### config.mk
export PLATFORM = sky130hd
export DESIGN_NAME = mem_wb_stage
export DESIGN_NICKNAME = d
export VERILOG_FILES = /design/src/rtl/mem_wb_stage.sv
export SDC_FILE = /design/constraint.sdc
export NUM_CORES = 1
export LEC_CHECK = 0
export CAP_MARGIN = 20
export CORE_MARGIN = 8
export CORE_UTILIZATION = 45
export DETAILED_ROUTE_END_ITERATION = 6
export GPL_TIMING_DRIVEN = 1
export PLACE_DENSITY = 0.8
export SLEW_MARGIN = 20
export SYNTH_ARGS = -nofsm -noshare
export SYNTH_HDL_FRONTEND = slang
export SYNTH_SLANG_ARGS = --single-unit
### constraint.sdc
create_clock -name clock -period 2.3 [get_ports clock]
set_input_delay 0.345 -clock clock [delete_from_list [all_inputs] [get_ports clock]]
set_output_delay 0.345 -clock clock [all_outputs]
set_load 0.1 [all_outputs]
### src/rtl/mem_wb_stage.sv
// rtl/mem_wb_stage.sv - MEM/WB pipeline stage with blocking data-memory load and timeout
module mem_wb_stage #(
  parameter int unsigned TIMEOUT_CYCLES = 15
) (
  input  logic        clock,
  input  logic        reset,
  input  logic [31:0] alu_in,
  input  logic [4:0]  dst_in,
  input  logic        reg_write_in,
  input  logic        reg_dst_in,
  input  logic        mem_reg_dst_in,
  input  logic [31:0] baddr_in,
  output logic        mem_req,
  output logic [31:0] mem_addr,
  input  logic        mem_ack,
  input  logic [31:0] mem_rdata,
  output logic        stall,
  output logic [31:0] wb_data,
  output logic [4:0]  wb_dst,
  output logic        wb_write,
  output logic        wb_reg_dst,
  output logic [31:0] wb_baddr,
  output logic        mem_err
);

  typedef enum logic [1:0] {IDLE, REQ, DONE} state_t;

  localparam logic [7:0] CNT_LAST = 8'(TIMEOUT_CYCLES - 1);

  // Declaration initialisers give the all-zero power-up state ahead of the first reset.
  state_t      state_q      = IDLE;
  logic [7:0]  cnt_q        = '0;
  logic [31:0] addr_q       = '0;
  logic [4:0]  dst_lat_q    = '0;
  logic        reg_dst_lat_q = 1'b0;
  logic [31:0] baddr_lat_q  = '0;
  logic [31:0] wb_data_q    = '0;
  logic [4:0]  wb_dst_q     = '0;
  logic        wb_write_q   = 1'b0;
  logic        wb_reg_dst_q = 1'b0;
  logic [31:0] wb_baddr_q   = '0;
  logic        mem_err_q    = 1'b0;

  logic load;

  assign load     = reg_write_in & mem_reg_dst_in;
  assign stall    = ((state_q == IDLE) && load) || (state_q == REQ);
  assign mem_req  = (state_q == REQ);
  assign mem_addr = addr_q;

  assign wb_data    = wb_data_q;
  assign wb_dst     = wb_dst_q;
  assign wb_write   = wb_write_q;
  assign wb_reg_dst = wb_reg_dst_q;
  assign wb_baddr   = wb_baddr_q;
  assign mem_err    = mem_err_q;

  always_ff @(posedge clock) begin
    if (reset) begin
      state_q       <= IDLE;
      cnt_q         <= '0;
      addr_q        <= '0;
      dst_lat_q     <= '0;
      reg_dst_lat_q <= 1'b0;
      baddr_lat_q   <= '0;
      wb_data_q     <= '0;
      wb_dst_q      <= '0;
      wb_write_q    <= 1'b0;
      wb_reg_dst_q  <= 1'b0;
      wb_baddr_q    <= '0;
      mem_err_q     <= 1'b0;
    end else begin
      case (state_q)
        IDLE: begin
          if (load) begin
            addr_q        <= alu_in;
            dst_lat_q     <= dst_in;
            reg_dst_lat_q <= reg_dst_in;
            baddr_lat_q   <= baddr_in;
            wb_write_q    <= 1'b0;
            cnt_q         <= '0;
            state_q       <= REQ;
          end else begin
            wb_data_q    <= alu_in;
            wb_dst_q     <= dst_in;
            wb_write_q   <= reg_write_in;
            wb_reg_dst_q <= reg_dst_in;
            wb_baddr_q   <= baddr_in;
          end
        end
        REQ: begin
          // An ack arriving on the last permitted cycle still wins over the timeout.
          if (mem_ack) begin
            wb_data_q    <= mem_rdata;
            wb_dst_q     <= dst_lat_q;
            wb_reg_dst_q <= reg_dst_lat_q;
            wb_baddr_q   <= baddr_lat_q;
            wb_write_q   <= 1'b1;
            state_q      <= DONE;
          end else if (cnt_q == CNT_LAST) begin
            mem_err_q  <= 1'b1;
            wb_write_q <= 1'b0;
            state_q    <= DONE;
          end else begin
            cnt_q <= cnt_q + 8'd1;
          end
        end
        DONE: begin
          wb_write_q <= 1'b0;
          state_q    <= IDLE;
        end
        default: begin
          wb_write_q <= 1'b0;
          state_q    <= IDLE;
        end
      endcase
    end
  end

endmodule

==> results of run 1 <==
-- registers in the layout (all words and copies together), names as in the netlist --
register and count:
baddr_lat_q 32, cnt_q 8, dst_lat_q 5, mem_addr 32, mem_err 1, reg_dst_lat_q 1
state_q 2, wb_baddr 32, wb_data 32, wb_dst 5, wb_reg_dst 1, wb_write 1
-- report_power, final --
| group | switching [mW] | internal, mW |
|---|---|---|
| clock | 1.04 | 1.87 |
| sequential | 0.107 | 2.83 |
| combinational | 1.69 | 0.579 |
-- worst register-to-register path, stage by stage (launching register included) --
cell and delay [ns]:
dfxtp_1 0.40, inv_1 0.08, ha_1 0.19, and3_2 0.23, a21bo_1 0.31, or4_1 0.49, nand3_1 0.09
-- worst min path at each step --
stage,start,to,slack [ns],cells past startpoint
floorplan,baddr_lat_q[0],baddr_lat_q[0],0.44,2
global placement,baddr_lat_q[17],baddr_lat_q[17],0.44,2
detailed placement,baddr_lat_q[14],baddr_lat_q[14],0.45,2
CTS,baddr_lat_q[14],baddr_lat_q[14],0.45,2
global route,baddr_lat_q[27],baddr_lat_q[27],0.47,2
finish,baddr_lat_q[3],baddr_lat_q[3],0.45,2
-- per-stage QoR --
step           worst slack [ns]  power, mW  util (%)
6_report                  0.243       8.12      66.3
5_1_grt                   0.149       8.45      66.3
4_1_cts                   0.195       8.19      66.3
3_5_place_dp              0.211       5.28      61.5
3_3_place_gp              0.279       5.25      61.5
2_1_floorplan             0.203       4.62         -
-- layout make-up --
class	count	area, um^2	share of cell area [%]
clock buffers	24	512	5.87
multi-input cells	550	2690	30.9
repair buffers	229	2120	24.3
well taps	176	220	2.53
flip-flops and latches	152	3040	34.9
clock inverters	8	115	1.32
inverters	2	7.51	0.0862
-- cells by family (layout without fill, tap and decap cells) --
logic type | after synthesis | in the layout | share of synthesized area (%)
AO/OA/AOI/OAI | 157 | 157 | 17.9
multiplexers | 1 | 1 | 0.167
buffers and inverters | 67 | 263 | 4.68
AND/OR/NAND/NOR | 390 | 390 | 26.1
adder cells (fa/ha/maj) | 2 | 2 | 0.417
flip-flops | 152 | 152 | 50.8
-- routing by layer --
layer  part of all wire [%]  vias up  track usage, %
met5                      0        -               0
met1                     43     2669            25.0
li1                       -     2973               -
met4                    2.9        0            9.25
met3                    6.9       31            5.98
met2                     47      200            33.6
-- layout by cell type (no fill, tap or decap), types with 2 or more instances in the layout --
cell type	instances
a311oi_1	70
clkbuf_8	6
nand4b_1	3
clkbuf_16	17
nand3_1	9
clkdlybuf4s50_1	105
nand3b_1	3
or3_1	3
bufinv_16	3
ha_1	2
nor2_1	75
clkinv_2	5
a31oi_1	4
buf_12	11
a21oi_1	77
nand4_1	3
dfxtp_1	152
buf_4	113
nand2_1	283
==> results.txt, run 1 <==
Grt ovf -> 0
DP Wirelength -> 12200 um
Initial DRC count -> 359
Inserted Clock Buffers -> 17
Tightest Pin Transition -> 0.751 ns
Synth area leaders -> dfxtp_1, nand2_1, a311oi_1, a21oi_1, nor2_1
Critical Path End -> mem_req
CTS tree -> built
Post-Layout Cell Count -> 1141
Slowest cell on the critical path -> dfxtp_1
Core ar. -> 13100 um^2
Clock root cell -> clkbuf_16
Layout cell share with drive strength beyond 1 -> 17.0%
RSZ-0062 raised after global routing -> no
Total of max-cap violations -> 0
Pin count of the biggest net entering global routing -> 73
Hold buffer count at cts -> 0
Clk slew on worst S/H paths -> 0.06 ns
Most frequent cell after synthesis -> nand2_1
Vias per cell -> 5.15
GRT Total Usage -> 20.7%
Crit path buf inv count -> 2
Die area -> 17300 um^2
Pwr/cell area -> 932 nW/um^2
# diodes -> 0
Worst reg2reg endpoint -> cnt_q[5]
Row cnt -> 42
Number of global-route vias before repair -> 5637
Port bufs -> 212
Clk_skew -> 0.00462 ns
R2R Setup Slk -> 0.46 ns
Mapped Area -> 5990 um^2
Placed instance count -> 1109
Max Transition Viols Final -> 0
Crit-path max cell delay -> 0.49 ns
Cell count after synthesis -> 769
Design area -> 8710 um^2
# IOs -> 213
Syn Area/Cell -> 7.80 um^2
Worst-path cell chain -> nand2b_2 -> inv_2 -> buf_12
1st-pass router iterations -> 4
CP Launch Point -> state_q[1]
Slew headroom -> 50.0%
Synthesis warning total -> 0
Max Buffers Root-to-Sink -> 2
Worst min-delay path category -> flop to flop
Max VDD drop -> 0.558 mV
CTS resizes -> 0
Req. time, crit path -> 1.96 ns
Placed instance area -> 8080 um^2
Final worst path period need -> 2.06 ns
First-pass GRT wire length -> 29700 um
Fillcell total -> 1141
Final-stage net count -> 1061
Sink Count -> 152
ANT nets after route -> 0
Synth unique cells -> 34
Drt drc -> 0
Synth cell count leaders -> nand2_1, dfxtp_1, a21oi_1, nor2_1, a311oi_1
CP Depth -> 3
Crit end category -> primary output
Drt wl/cell -> 15.7 um
Share of flip-flops with an asynchronous set or reset -> 0%
Total negative slack -> 0 ns
Vias -> 5873
Post-synth EDFFs -> 0
Lkg Pwr -> 3.56 nW
WL final -> 17900 um
Dominant cell type by area after synthesis -> dfxtp_1
Syn-to-layout area delta -> 45.3%
Hold Vio Cnt, Final -> 0
Final period utilization -> 89.4%
Htree depth -> 4
WHS -> 0.453 ns
Delay-heaviest family, CP -> flip-flops
Outcome -> finished, final reports clean
Crit path kind -> flop to primary output
Top cell type's share of synthesized area -> 50.8%
Main synth FF type -> dfxtp_1
Register bit total from synthesis -> 152
Final Setup Violations -> 0
Initial core utilization -> 45.6%
Clk Latency, worst-skew pair -> 0.41 ns
Die width -> 131 um
Critical R2R Launch -> cnt_q[0]
Sequential fraction of the synthesis area -> 50.8%
Final Wtd Congestion -> 0.792
Arr. time, crit path -> 1.71 ns
# Post-CTS Setup Buffers -> 0
Reg2reg path depth -> 6
Initial antenna violation count -> 0
Fmax -> 0.486 GHz
Die H -> 131 um
Worst Setup Start Kind -> flop
Worst-path fanout max -> 12
Synth Net Count -> 878
Note: power is estimated with default switching activity, not from simulation.
==> run 2, diff against run 1 <==
- CORE_UTILIZATION: 45 -> 25
- PLACE_DENSITY: 0.8 -> 0.5
==> results.txt, run 2 (synthesized netlist as in run 1, its figures left out) <==
Outcome -> finished, final reports clean
Post-Layout Cell Count -> 1286
Final-stage net count -> 1063
WHS Endpoint -> mem_addr[4]
Clk_skew -> 0.00999 ns
Tightest Pin Transition -> 0.810 ns
Hold Vio Cnt, Final -> 0
Top Usage Layer GRT -> met2
Die width -> 171 um
DP Wirelength -> 14100 um
Initial core utilization -> 25.5%
First-pass GRT wire length -> 31800 um
Crit end category -> primary output
Critical R2R Launch -> cnt_q[0]
Max VDD drop -> 0.384 mV
Drt wl/cell -> 16.1 um
Initial DRC count -> 363
Syn-to-layout area delta -> 48.0%
1st-pass router iterations -> 6
Hold Path Depth -> 2
CTS tree -> built
Final period utilization -> 82.4%
Placed instance area -> 8310 um^2
# diodes -> 0
Grt ovf -> 0
Fmax -> 0.527 GHz
Hold buffer count at cts -> 0
Req. time, crit path -> 1.96 ns
Worst Setup Start Kind -> flop
Vias per cell -> 4.51
Layout cell share with drive strength beyond 1 -> 17.2%
Clock root cell -> clkbuf_16
Die area -> 29200 um^2
# IOs -> 213
Final Wtd Congestion -> 0.721
Met1 Resource Use GR -> 16.5%
Tot Pwr -> 7.99 mW
Vias -> 5805
Port bufs -> 212
ANT nets after route -> 0
Number of global-route vias before repair -> 5643
Total negative slack -> 0 ns
Arr. time, crit path -> 1.55 ns
Max Transition Viols Final -> 0
Die H -> 171 um
Row cnt -> 56
Placed instance count -> 1254
R2R Setup Slk -> 0.42 ns
Pin count of the biggest net entering global routing -> 78
Final worst path period need -> 1.90 ns
Worst reg2reg endpoint -> cnt_q[5]
# Post-CTS Setup Buffers -> 0
Final Setup Violations -> 0
Max Buffers Root-to-Sink -> 2
Design area -> 8870 um^2
WL final -> 20700 um
Inserted Clock Buffers -> 17
Htree depth -> 4
Core ar. -> 23500 um^2
Worst min-delay path category -> flop to flop
Initial antenna violation count -> 0
Met2 Resource Use GR -> 23.0%
Slew headroom -> 46.0%
Met3 GRT Util -> 4.06%
Worst Hold Launch -> mem_addr[4]
RSZ-0062 raised after global routing -> no
Most frequent cells in the layout -> nand2_1, dfxtp_1, buf_4
CTS resizes -> 0
Lkg Pwr -> 3.55 nW
Clk slew on worst S/H paths -> 0.07 ns
Reg2reg path depth -> 6
Clk Latency, worst-skew pair -> 0.42 ns
Total of max-cap violations -> 0
GRT Total Usage -> 13.8%
Drt drc -> 0
Pwr/cell area -> 901 nW/um^2
Sink Count -> 152
Worst-path fanout max -> 11
Leading cell type in the layout, fill and taps excluded -> nand2_1
Crit path kind -> flop to primary output
[run 2: per-stage QoR]
step | hold slack, ns | util [%] | setup WS [ns]
after global placement | 0.443 | 35.3 | 0.234
final | 0.453 | 37.7 | 0.404
after global routing | 0.470 | 37.7 | 0.286
after CTS | 0.456 | 37.7 | 0.382
after floorplan | 0.437 | - | 0.203
after detailed placement | 0.447 | 35.3 | 0.198
[run 2: worst max-delay path by stage]
| stage | start | endpoint | slack [ns] | depth (start not counted) |
|---|---|---|---|---|
| after floorplan | state_q[1] | wb_data[26] | 0.20 | 5 |
| after global placement | reg_write_in | wb_data[20] | 0.23 | 7 |
| after global routing | cnt_q[0] | cnt_q[5] | 0.29 | 6 |
| after CTS | state_q[1] | mem_req | 0.38 | 3 |
| after detailed placement | reg_write_in | wb_baddr[5] | 0.20 | 7 |
| final | state_q[1] | mem_req | 0.40 | 3 |
[run 2: critical path, stage by stage (launching register included)]
cell      delay (ns)
dfxtp_1         0.53
nand2b_4        0.29
inv_2           0.12
buf_12          0.18
[run 2: final cells by class]
| class | count | area (um^2) |
|---|---|---|
| clock buffers | 18 | 429 |
| clock inverters | 14 | 136 |
| fillers | 2502 | 14700 |
| inverters | 2 | 7.51 |
| multi-input cells | 550 | 2700 |
| flip-flops and latches | 152 | 3040 |
| well taps | 319 | 399 |
| repair buffers | 231 | 2160 |
[run 2: power by group]
group / total, mW / internal [mW] / switching, mW / leakage [nW]
combinational: 2.32 / 0.600 / 1.72 / 2.02
clock: 2.73 / 1.52 / 1.21 / 0.280
sequential: 2.94 / 2.83 / 0.108 / 1.25
[run 2: layer usage]
| metal | routed length, um | share of wire, % |
|---|---|---|
| met5 | 0 | 0 |
| met4 | 403 | 1.9 |
| met3 | 1320 | 6.3 |
| met2 | 10000 | 48 |
| met1 | 9000 | 43 |
